**src/rtl/lcd_cmd_sched_if.sv**
```systemverilog
// ---------------------------------------------------------------------------
// lcd_cmd_sched_if
// Host-side command handshake of the LCD command scheduler.
//   host_cmd    3       command code (0 REFLASH .. 5 DOWN, 6/7 illegal)
//   host_bank   BANK_W  image bank used by LOAD_DATA
//   host_valid  1       push request
//   host_ready  1       scheduler can accept a push this cycle
//   cmd_err     1       one-cycle pulse after an illegal code was offered
// master = host side, slave = scheduler side.
// ---------------------------------------------------------------------------
interface lcd_cmd_sched_if #(
   parameter int BANK_W = 2
);
   logic [2:0]        host_cmd;
   logic [BANK_W-1:0] host_bank;
   logic              host_valid;
   logic              host_ready;
   logic              cmd_err;

   modport master (
      output host_cmd, host_bank, host_valid,
      input  host_ready, cmd_err
   );

   modport slave (
      input  host_cmd, host_bank, host_valid,
      output host_ready, cmd_err
   );
endinterface

```
**src/rtl/lcd_cmd_sched.sv**
```systemverilog
// ---------------------------------------------------------------------------
// lcd_cmd_sched
// Queues host commands in a small FIFO and issues them one at a time to
// lcd_ctrl. LOAD_DATA streams 36 bytes from a synchronous image memory into
// lcd_ctrl, then the scheduler waits for the 9-beat refresh to finish.
// Ports:
//   clk, reset        clock (rising edge), asynchronous active-low reset
//   host              host command handshake (lcd_cmd_sched_if.slave)
//   imem_addr/imem_rd image memory read port; imem_q returns one cycle later
//   imem_q            image memory read data
//   lcd_cmd/_valid    command to lcd_ctrl, valid for one cycle per command
//   lcd_datain        image byte to lcd_ctrl (combinational copy of imem_q)
//   lcd_busy          lcd_ctrl busy; low again on the last output beat
//   lcd_ovalid        lcd_ctrl output beat strobe
//   frame_done        one-cycle pulse after a refresh completes
//   beat_cnt          output beats seen for the current command (0..9)
//   err_timeout       sticky watchdog flag, cleared only by reset
// ---------------------------------------------------------------------------
module lcd_cmd_sched #(
   parameter int DEPTH  = 4,
   parameter int BANK_W = 2,
   parameter int WDOG   = 64
) (
   input  logic              clk,
   input  logic              reset,
   lcd_cmd_sched_if.slave    host,
   output logic [BANK_W+5:0] imem_addr,
   output logic              imem_rd,
   input  logic [7:0]        imem_q,
   output logic [2:0]        lcd_cmd,
   output logic              lcd_cmd_valid,
   output logic [7:0]        lcd_datain,
   input  logic              lcd_busy,
   input  logic              lcd_ovalid,
   output logic              frame_done,
   output logic [3:0]        beat_cnt,
   output logic              err_timeout
);
   localparam int AW = $clog2(DEPTH);
   localparam int WW = $clog2(WDOG + 1);
   localparam int EW = BANK_W + 3;

   localparam logic [1:0] S_IDLE  = 2'd0;
   localparam logic [1:0] S_ISSUE = 2'd1;
   localparam logic [1:0] S_LOAD  = 2'd2;
   localparam logic [1:0] S_WAIT  = 2'd3;

   localparam logic [2:0] CMD_LOAD = 3'd1;
   localparam logic [5:0] LAST_OFS = 6'd35;

   logic [EW-1:0]     fifo_mem [DEPTH];
   logic [AW:0]       wr_ptr, rd_ptr;
   logic              full, empty;
   logic              ready_en;
   logic              cmd_err_q;
   logic              push, bad_push, pop;
   logic [1:0]        state;
   logic [5:0]        ofs;
   logic [WW-1:0]     wd;
   logic [2:0]        cur_cmd;
   logic [BANK_W-1:0] cur_bank;

   // Pointers carry one extra wrap bit so full and empty can be told apart.
   assign empty = (wr_ptr == rd_ptr);
   assign full  = (wr_ptr[AW] != rd_ptr[AW]) && (wr_ptr[AW-1:0] == rd_ptr[AW-1:0]);

   // ready_en keeps host_ready low during reset and for the first cycle after it.
   assign host.host_ready = ready_en & ~full;
   assign host.cmd_err    = cmd_err_q;

   assign push     = host.host_valid & host.host_ready & (host.host_cmd <= 3'd5);
   assign bad_push = host.host_valid & host.host_ready & (host.host_cmd > 3'd5);
   assign pop      = (state == S_IDLE) & ~empty & ~lcd_busy;

   assign lcd_cmd       = cur_cmd;
   assign lcd_cmd_valid = (state == S_ISSUE);
   assign imem_rd       = (state == S_ISSUE) || (state == S_LOAD);
   assign imem_addr     = imem_rd ? {cur_bank, ofs} : '0;
   assign lcd_datain    = reset ? imem_q : 8'd0;

   // FIFO storage needs no reset; validity is tracked by the pointers.
   always_ff @(posedge clk) begin
      if (push) begin
         fifo_mem[wr_ptr[AW-1:0]] <= {host.host_cmd, host.host_bank};
      end
   end

   // FIFO pointers, ready enable and the illegal-command pulse.
   always_ff @(posedge clk or negedge reset) begin
      if (!reset) begin
         wr_ptr    <= '0;
         rd_ptr    <= '0;
         ready_en  <= 1'b0;
         cmd_err_q <= 1'b0;
      end else begin
         ready_en  <= 1'b1;
         cmd_err_q <= bad_push;
         if (push) wr_ptr <= wr_ptr + {{AW{1'b0}}, 1'b1};
         if (pop)  rd_ptr <= rd_ptr + {{AW{1'b0}}, 1'b1};
      end
   end

   // Issue FSM. The watchdog starts at 0 in the ISSUE cycle and counts every
   // cycle of the command; the timeout only fires while waiting for busy to fall.
   always_ff @(posedge clk or negedge reset) begin
      if (!reset) begin
         state       <= S_IDLE;
         ofs         <= '0;
         wd          <= '0;
         cur_cmd     <= '0;
         cur_bank    <= '0;
         beat_cnt    <= '0;
         frame_done  <= 1'b0;
         err_timeout <= 1'b0;
      end else begin
         frame_done <= 1'b0;
         case (state)
            S_IDLE: begin
               if (pop) begin
                  {cur_cmd, cur_bank} <= fifo_mem[rd_ptr[AW-1:0]];
                  beat_cnt <= '0;
                  wd       <= '0;
                  ofs      <= '0;
                  state    <= S_ISSUE;
               end
            end
            S_ISSUE: begin
               wd <= wd + WW'(1);
               if (cur_cmd == CMD_LOAD) begin
                  ofs   <= 6'd1;
                  state <= S_LOAD;
               end else begin
                  state <= S_WAIT;
               end
            end
            S_LOAD: begin
               wd <= wd + WW'(1);
               if (ofs == LAST_OFS) state <= S_WAIT;
               else                 ofs   <= ofs + 6'd1;
            end
            default: begin
               wd <= wd + WW'(1);
               if (lcd_ovalid && (beat_cnt < 4'd9)) beat_cnt <= beat_cnt + 4'd1;
               if (!lcd_busy) begin
                  frame_done <= 1'b1;
                  state      <= S_IDLE;
               end else if (wd >= WW'(WDOG - 1)) begin
                  err_timeout <= 1'b1;
                  state       <= S_IDLE;
               end
            end
         endcase
      end
   end
endmodule

```
**src/flat_wrapper.sv**
```systemverilog
// flat-port wrapper written by rule: the top's interface ports become plain ports
module lcd_cmd_sched_flat 
#(
   parameter int DEPTH  = 4,
   parameter int BANK_W = 2,
   parameter int WDOG   = 64
)
  (clk, reset, imem_addr, imem_rd, imem_q, lcd_cmd, lcd_cmd_valid, lcd_datain, lcd_busy, lcd_ovalid, frame_done, beat_cnt, err_timeout, host_host_cmd, host_host_bank, host_host_valid, host_host_ready, host_cmd_err);
  lcd_cmd_sched_if #(.BANK_W(BANK_W)) host_i ();
  input  logic clk;
  input  logic reset;
  output logic [BANK_W+5:0] imem_addr;
  output logic imem_rd;
  input  logic [7:0] imem_q;
  output logic [2:0] lcd_cmd;
  output logic lcd_cmd_valid;
  output logic [7:0] lcd_datain;
  input  logic lcd_busy;
  input  logic lcd_ovalid;
  output logic frame_done;
  output logic [3:0] beat_cnt;
  output logic err_timeout;
  input wire logic [$bits(host_i.host_cmd)-1:0] host_host_cmd;
  input wire logic [$bits(host_i.host_bank)-1:0] host_host_bank;
  input wire logic [$bits(host_i.host_valid)-1:0] host_host_valid;
  output wire logic [$bits(host_i.host_ready)-1:0] host_host_ready;
  output wire logic [$bits(host_i.cmd_err)-1:0] host_cmd_err;
  assign host_i.host_cmd = host_host_cmd;
  assign host_i.host_bank = host_host_bank;
  assign host_i.host_valid = host_host_valid;
  assign host_host_ready = host_i.host_ready;
  assign host_cmd_err = host_i.cmd_err;
  lcd_cmd_sched #(.DEPTH(DEPTH), .BANK_W(BANK_W), .WDOG(WDOG)) u_core (.clk(clk), .reset(reset), .host(host_i), .imem_addr(imem_addr), .imem_rd(imem_rd), .imem_q(imem_q), .lcd_cmd(lcd_cmd), .lcd_cmd_valid(lcd_cmd_valid), .lcd_datain(lcd_datain), .lcd_busy(lcd_busy), .lcd_ovalid(lcd_ovalid), .frame_done(frame_done), .beat_cnt(beat_cnt), .err_timeout(err_timeout));
endmodule
```
**config.mk**
```make
export PLATFORM = sky130hd
export DESIGN_NAME = lcd_cmd_sched_flat
export DESIGN_NICKNAME = d
export VERILOG_FILES = /design/src/rtl/lcd_cmd_sched_if.sv /design/src/rtl/lcd_cmd_sched.sv /design/src/flat_wrapper.sv
export SDC_FILE = /design/constraint.sdc
export NUM_CORES = 1
export LEC_CHECK = 0
export ABC_AREA = 0
export CORE_MARGIN = 8
export CORE_UTILIZATION = 56
export DETAILED_ROUTE_END_ITERATION = 8
export GPL_TIMING_DRIVEN = 0
export MAX_ROUTING_LAYER = met4
export PLACE_DENSITY_LB_ADDON = 0.2
export SYNTH_ARGS = -nofsm -noshare
export SYNTH_HDL_FRONTEND = slang
export SYNTH_SLANG_ARGS = --single-unit
```
**constraint.sdc**
```tcl
create_clock -name clk -period 6.21 [get_ports clk]
set_input_delay 0.621 -clock clk [delete_from_list [all_inputs] [get_ports clk]]
set_output_delay 0.621 -clock clk [all_outputs]
set_load 0.05 [all_outputs]
```
==> qor.yml, run 1 <==
status:
  status: "complete, no violations"
logic_synthesis:
  synth_most_common_cell: "dfrtp_1"
  synth_compound_area_share_pct: 11.4
  synth_edf_count: 20
  ys_seq_area_share_pct: 54.2
  synth_top_area_share_pct: 31.8
  synth_nets: 249
  ys_types: 42
  synth_area_per_cell_um2: 12.3
  synthAdderAreaFrac_pct: 6.07
  synthFlopType: "dfrtp_1"
  synth-xor-area-share_pct: 3.55
  ys_warn_count: 0
  ys_ff_latch: 54
  synth.area.top_cells: "dfrtp_1, edfxtp_1, ha_1, and2_1, mux2_2"
  synth_mux_area_share_pct: 7.85
  synth_top_family_by_area: "simple AND/OR/NAND/NOR gates"
  ys_top_cells_by_count: "dfrtp_1, and2_1, edfxtp_1"
  post-synth-top-area-cell: "dfrtp_1"
  ys_async_sr_fraction_pct: 63.0
  syn_inst: 218
  syn_area_um2: 2680
  synth-simple-area-share_pct: 13.7
timing:
  hold_viol: 0
  maxSlewHeadroom_pct: 44.7
  rsz0062_at_grt: "false"
  clock.fmax_mhz: 322
  finalWorstPathRequiredPeriod_ps: 3110
  slew_violations: 0
  timing.setup.tns_ps: 0
  postLayoutSetupSlackWorst_ps: 3100
  setup_viol: 0
  finClkSkew_ps: 8.04
  tightest_slew_ps: 830
  post-route-period-util_pct: 50.0
clock_network:
  cts_tree: "built"
  post_cts_buffers: 0
  clk_latency_ps: 310
  root_buffer: "clkbuf_8"
  clk_path_buf_depth: 2
  clkSinkCount: 54
  cts_buffers: 5
  hold_buffers: 0
  ctsHtreeMaxLevel: 2
  clk_pin_slew_ps: 100
  post_cts_resized: 0
setup_path:
  critical_path.cell_chain: "inv_1, ha_1, clkbuf_1, and2_1, clkdlybuf4s50_1"
  critPathCaptureType: "output pin"
  cp_slowest_stage_delay_ps: 810
  cpMaxStageDelayCell: "clkdlybuf4s50_1"
  path_class: "flop to output pin"
  required_ps: 5590
  critPathBufInv: 3
  path_delay_family: "buffers and inverters"
  path_max_fanout: 10
  worstPathArrival_ps: 2480
  startpoint_type: "flop"
job:
  drv_cap: 0
global_route:
  use_met2_pct: 27.1
  grt-busiest-layer: "met2"
  grtUsageMet1_pct: 19.1
  grt_first_pass_wirelength_um: 9360
  grt_start_max_net_pins: 43
  first_global_vias: 1893
  met3_usage_pct: 4.15
  grt.total_usage_pct: 16.3
  antenna_found_initial: 0
  grt_overflow_total: 0
place:
  place_area_um2: 3200
  dp_hpwl_um: 3960
  dpl.cell_count: 318
  gp_congestion: 0.830
  port_buffers: 46
  post-place-ws_ps: 3220
routing:
  ant_nets: 0
  num_vias: 1878
  dr.pass1.iters: 4
  drc_errors: 0
  drt_iter0_drc: 82
  viasPerCell: 5.76
  wirelength_um: 5320
  wl_per_cell_um: 16.3
pwr:
  seqPwrFrac_pct: 34.0
  switching_share_pct: 45.2
  p_per_area_nw_per_um2: 487
  comb_power_share_pct: 53.2
  p_leak_nw: 1.34
  p_int_w: 0.000880
  clock_power_share_pct: 12.8
  ir_worst_vdd_v: 0.000223
  p_sw_w: 0.000726
finish:
  nets: 302
  diodes: 0
  finalNonFillerCells: 326
  synthToLayoutAreaGrowth_pct: 23.1
  fin_area_um2: 3300
  drive_gt1_share_pct: 9.93
die:
  ioPinCount: 47
  rows: 25
  die_area_um2: 7250
  initial_utilization_pct: 57.5
  die_w_um: 85.2
  core_area_um2: 4660
  dieHeight_um: 85.2
min_path:
  hold_path_class: "primary input to asynchronous set/reset pin"
[through the flow]
| step | total power [W] | hold WS, ps | util [%] |
|---|---|---|---|
| global route | 0.00172 | 456 | 70.7 |
| global placement | 0.00138 | 452 | 68.8 |
| finish | 0.00161 | 402 | 70.7 |
| floorplan | 0.00116 | 325 | - |
| CTS | 0.00162 | 422 | 70.7 |
| detailed placement | 0.00141 | 463 | 68.7 |
[cell usage in the layout (no fill, tap or decap), types with 8 or more instances in the layout]
cell type | synthesis | final
edfxtp_1 | 20 | 20
nor2_1 | 10 | 10
nand2_1 | 8 | 8
o21ai_0 | 10 | 10
dfrtp_1 | 34 | 34
and2_1 | 22 | 22
ha_1 | 13 | 13
mux2_2 | 8 | 8
inv_1 | 10 | 10
clkdlybuf4s50_1 | 0 | 45
[worst paths after layout]
path / end / cells past startpoint / slack, ps / from
max reg2reg: u_core.beat_cnt[0]$_DFFE_PN0P_ / 7 / 3910 / u_core.state[1]$_DFFE_PN0P_
min reg2reg: u_core.err_timeout$_DFFE_PN0P_ / 1 / 480 / u_core.err_timeout$_DFFE_PN0P_
min: u_core.lcd_cmd[1]$_DFFE_PN0P_ / 1 / 400 / reset
min in group clk: u_core.err_timeout$_DFFE_PN0P_ / 1 / 480 / u_core.err_timeout$_DFFE_PN0P_
max in group asynchronous: u_core.frame_done$_DFF_PN0_ / 1 / 5290 / reset
max: imem_addr[6] / 5 / 3100 / u_core.state[1]$_DFFE_PN0P_
[sequential cells by signal (all words and copies together), names as in the netlist, 2 cells and up]
name and cells:
u_core.cur_bank 2, u_core.ofs 6, u_core.rd_ptr 3, u_core.lcd_cmd 3, u_core.fifo_mem 20, u_core.state 2, u_core.wd 7, u_core.beat_cnt 4
u_core.wr_ptr 3
[logic make-up after synthesis]
kind of cell	after synthesis
xor gates and xnor gates	10
AOI/OAI and AO/OA	43
and+or+nand+nor	66
adders and majority gates	13
other	1
DFF	54
muxes	13
buffers and inverters	18
[routing by layer]
layer,share of wire [%],vias up
met5,0,-
met4,1.1,0
met3,4.1,5
met2,52,36
met1,43,929
li1,-,908
[worst register-to-register path, delay by kind of cell, from the launching register on]
kind | cells | cell delay [ps]
buf+inv | 2 | 460
simple gates | 2 | 280
flops | 1 | 430
fa+ha+maj | 1 | 200
mux | 1 | 300
compound gates | 1 | 520
[power groups by stage]
stage | sequential (W) | combinational (W) | clock [W]
5_1_grt | 0.000561 | 0.000937 | 0.000225
3_5_place_dp | 0.000553 | 0.000858 | 0
4_1_cts | 0.000546 | 0.000861 | 0.000211
3_3_place_gp | 0.000550 | 0.000835 | 0
2_1_floorplan | 0.000625 | 0.000537 | 0
6_report | 0.000546 | 0.000854 | 0.000206
[final cells by class]
| cell class | count | area [um^2] |
|---|---|---|
| clock inverter | 3 | 26.3 |
| multi-input combinational | 146 | 1150 |
| tap | 54 | 67.6 |
| sequential | 54 | 1450 |
| clock buffer | 5 | 68.8 |
| fill | 349 | 1360 |
| timing repair buffer | 46 | 455 |
| buffer | 8 | 43.8 |
| inverter | 10 | 37.5 |
Note: power is estimated with default switching activity, not from simulation.
==> inputs of run 2 (changes only) <==
Settings changed: CORE_UTILIZATION 56 to 47.
Clock period 6.21 ns to 2.5 ns, I/O delays scaled along.
==> run 2 against run 1 <==
Flip-flop and latch count unchanged. Wire length grew 2.4%. Critical path depth shrank 2. Die area up 15%. Largest cell class unchanged.
==> qor.yml, run 2 (synthesis gave the netlist of run 1 again) <==
status:
  status: "complete, no violations"
die:
  rows: 27  # +8.0%
  dieHeight_um: 91.5  # +7.4%
  ioPinCount: 47  # unchanged
  die_area_um2: 8370  # +15%
  core_area_um2: 5510  # +18%
  initial_utilization_pct: 48.6  # -8.8 points
  die_w_um: 91.5  # +7.4%
clock_network:
  clk_path_buf_depth: 2  # unchanged
  root_buffer: "clkbuf_8"
  clk_pin_slew_ps: 100  # about the same
  hold_buffers: 0  # unchanged
  clkSinkCount: 54  # unchanged
  clk_latency_ps: 300  # about the same
  cts_tree: "built"
  post_cts_buffers: 0  # unchanged
  ctsHtreeMaxLevel: 2  # unchanged
  cts_buffers: 5  # unchanged
finish:
  multi_input_area_um2: 1150  # +0.55%
  finalNonFillerCells: 344  # +5.5%
  final_common_cell: "clkdlybuf4s50_1"
  final_cell_mix: "clkdlybuf4s50_1, dfrtp_1, and2_1"
  synthToLayoutAreaGrowth_pct: 24.5
  diodes: 0  # unchanged
  ff_latch_area_um2: 1450  # unchanged
  num-fill-cells: 458  # +31%
  nets: 302  # unchanged
  largest_reg_flops: 20  # unchanged
  drive_gt1_share_pct: 13.2  # +3.3 points
routing:
  wl_per_cell_um: 15.8  # -3.0%
  ant_nets: 0  # unchanged
  wirelength_um: 5450  # +2.4%
  num_vias: 1874  # -0.21%
  drt_iter0_drc: 42  # -49%
  viasPerCell: 5.45  # -5.4%
  drc_errors: 0  # unchanged
  dr.pass1.iters: 4  # unchanged
setup_path:
  path_class: "flop to output pin"
  reg2reg_to: "u_core.ofs[5]$_DFFE_PN0P_"
  worstPathArrival_ps: 2030  # -450 ps
  required_ps: 2250  # -3340 ps
  critical_path.cell_chain: "inv_1, ha_1, clkdlybuf4s50_1"
  path_max_fanout: 5  # -5
  rrSetupSlack_ps: 250  # -3660 ps
  reg2regPathDepth: 7  # unchanged
  cp_slowest_stage_delay_ps: 840  # +30 ps
  cpMaxStageDelayCell: "clkdlybuf4s50_1"
  startpoint_type: "flop"
  reg2reg_from: "u_core.ofs[0]$_DFFE_PN0P_"
  critPathCaptureType: "output pin"
timing:
  timing.setup.tns_ps: 0  # unchanged
  finalWorstPathRequiredPeriod_ps: 2280
  tightest_slew_ps: 848  # +18.2 ps
  clock.fmax_mhz: 438
  rsz0062_at_grt: "false"
  setup_viol: 0  # unchanged
  hold_viol: 0  # unchanged
  slew_violations: 0  # unchanged
  maxSlewHeadroom_pct: 43.5  # -1.2 points
  post-route-period-util_pct: 91.3
  hold-worst-slack_ps: 42.5  # -360 ps
  finClkSkew_ps: 7.16  # -0.878 ps
place:
  port_buffers: 46  # unchanged
  gp_congestion: 0.848  # +2.1%
  dpl.cell_count: 336  # +5.7%
  dp_hpwl_um: 3960  # about the same
pwr:
  p_leak_nw: 1.35  # +1.0%
  p_per_area_nw_per_um2: 1190  # +140%
  ir_worst_vdd_v: 0.000810  # +260%
job:
  drv_cap: 0  # unchanged
global_route:
  grt_first_pass_wirelength_um: 9160  # -2.1%
  grt_overflow_total: 0  # unchanged
  first_global_vias: 1868  # -1.3%
  antenna_found_initial: 0  # unchanged
  grt.total_usage_pct: 13.8  # -2.5 points
  grt_start_max_net_pins: 43  # unchanged
min_path:
  hold_path_class: "primary input to asynchronous set/reset pin"
## run 2: changes by cell type in the layout (fill, tap and decap cells not counted), sizes merged
| cell | before | now |
|---|---|---|
| inv | 13 | 10 |
| clkdlybuf4s50 | 45 | 36 |
| dlymetal6s2s | 0 | 1 |
| clkinv | 0 | 3 |
| clkdlybuf4s15 | 0 | 8 |
## run 2: repair_timing
action | CTS | global route
gates resized for setup | 24 | 4
hold endpoints to repair | 0 | 0
setup endpoints to repair | 8 | 3
## run 2: worst max-delay path: cells and delay by family (launching register included)
kind / cells / cell delay (ps)
buffers and inverters: 2 / 920
adder cells (fa/ha/maj): 1 / 410
flip-flops: 1 / 400
## run 2: through the flow
| stage | utilization, % | cell area [um^2] | setup slack [ps] | power, W |
|---|---|---|---|---|
| 2_1_floorplan | - | 2680 | 512 | 0.00289 |
| 3_3_place_gp | 58.6 | 3230 | -808 | 0.00348 |
| 3_5_place_dp | 58.6 | 3220 | 30.2 | 0.00351 |
| 4_1_cts | 60.4 | 3320 | 41.8 | 0.00398 |
| 5_1_grt | 60.6 | 3330 | 54.3 | 0.00425 |
| 6_report | 60.6 | 3330 | 218 | 0.00396 |
## run 2: cell type report
class                   count  share of cell area, %
clock inverters             3                  0.638
flip-flops and latches     54                   43.5
repair buffers             46                   14.0
multi-input cells         146                   34.6
clock buffers               5                   2.06
well taps                  72                   2.70
inverters                  10                   1.13
plain buffers               8                   1.35
## run 2: routing by layer
layer / vias up / track usage, % / routed length (um)
met4: 0 / 4.23 / 51
met5: - / - / 0
met1: 899 / 18.4 / 2580
met3: 4 / 3.79 / 386
met2: 58 / 19.9 / 2440
li1: 913 / - / -
## run 2: where the power goes
| group | switching, W | internal, W | leakage, nW |
|---|---|---|---|
| registers | 0.000212 | 0.00115 | 0.610 |
| logic | 0.00130 | 0.000826 | 0.698 |
| clock network | 0.000278 | 0.000198 | 0.0458 |
## run 2: worst max-delay path by stage
stage / from / to / slack (ps) / depth (start not counted)
6_report: u_core.state[0]$_DFFE_PN0P_ / imem_rd / 220 / 3
2_1_floorplan: u_core.state[0]$_DFFE_PN0P_ / imem_addr[7] / 510 / 4
3_3_place_gp: reset / lcd_datain[1] / -810 / 3
3_5_place_dp: u_core.state[0]$_DFFE_PN0P_ / imem_addr[5] / 30 / 5
5_1_grt: u_core.ofs[0]$_DFFE_PN0P_ / u_core.ofs[5]$_DFFE_PN0P_ / 50 / 7
4_1_cts: u_core.rd_ptr[1]$_DFFE_PN0P_ / host_host_ready / 40 / 4
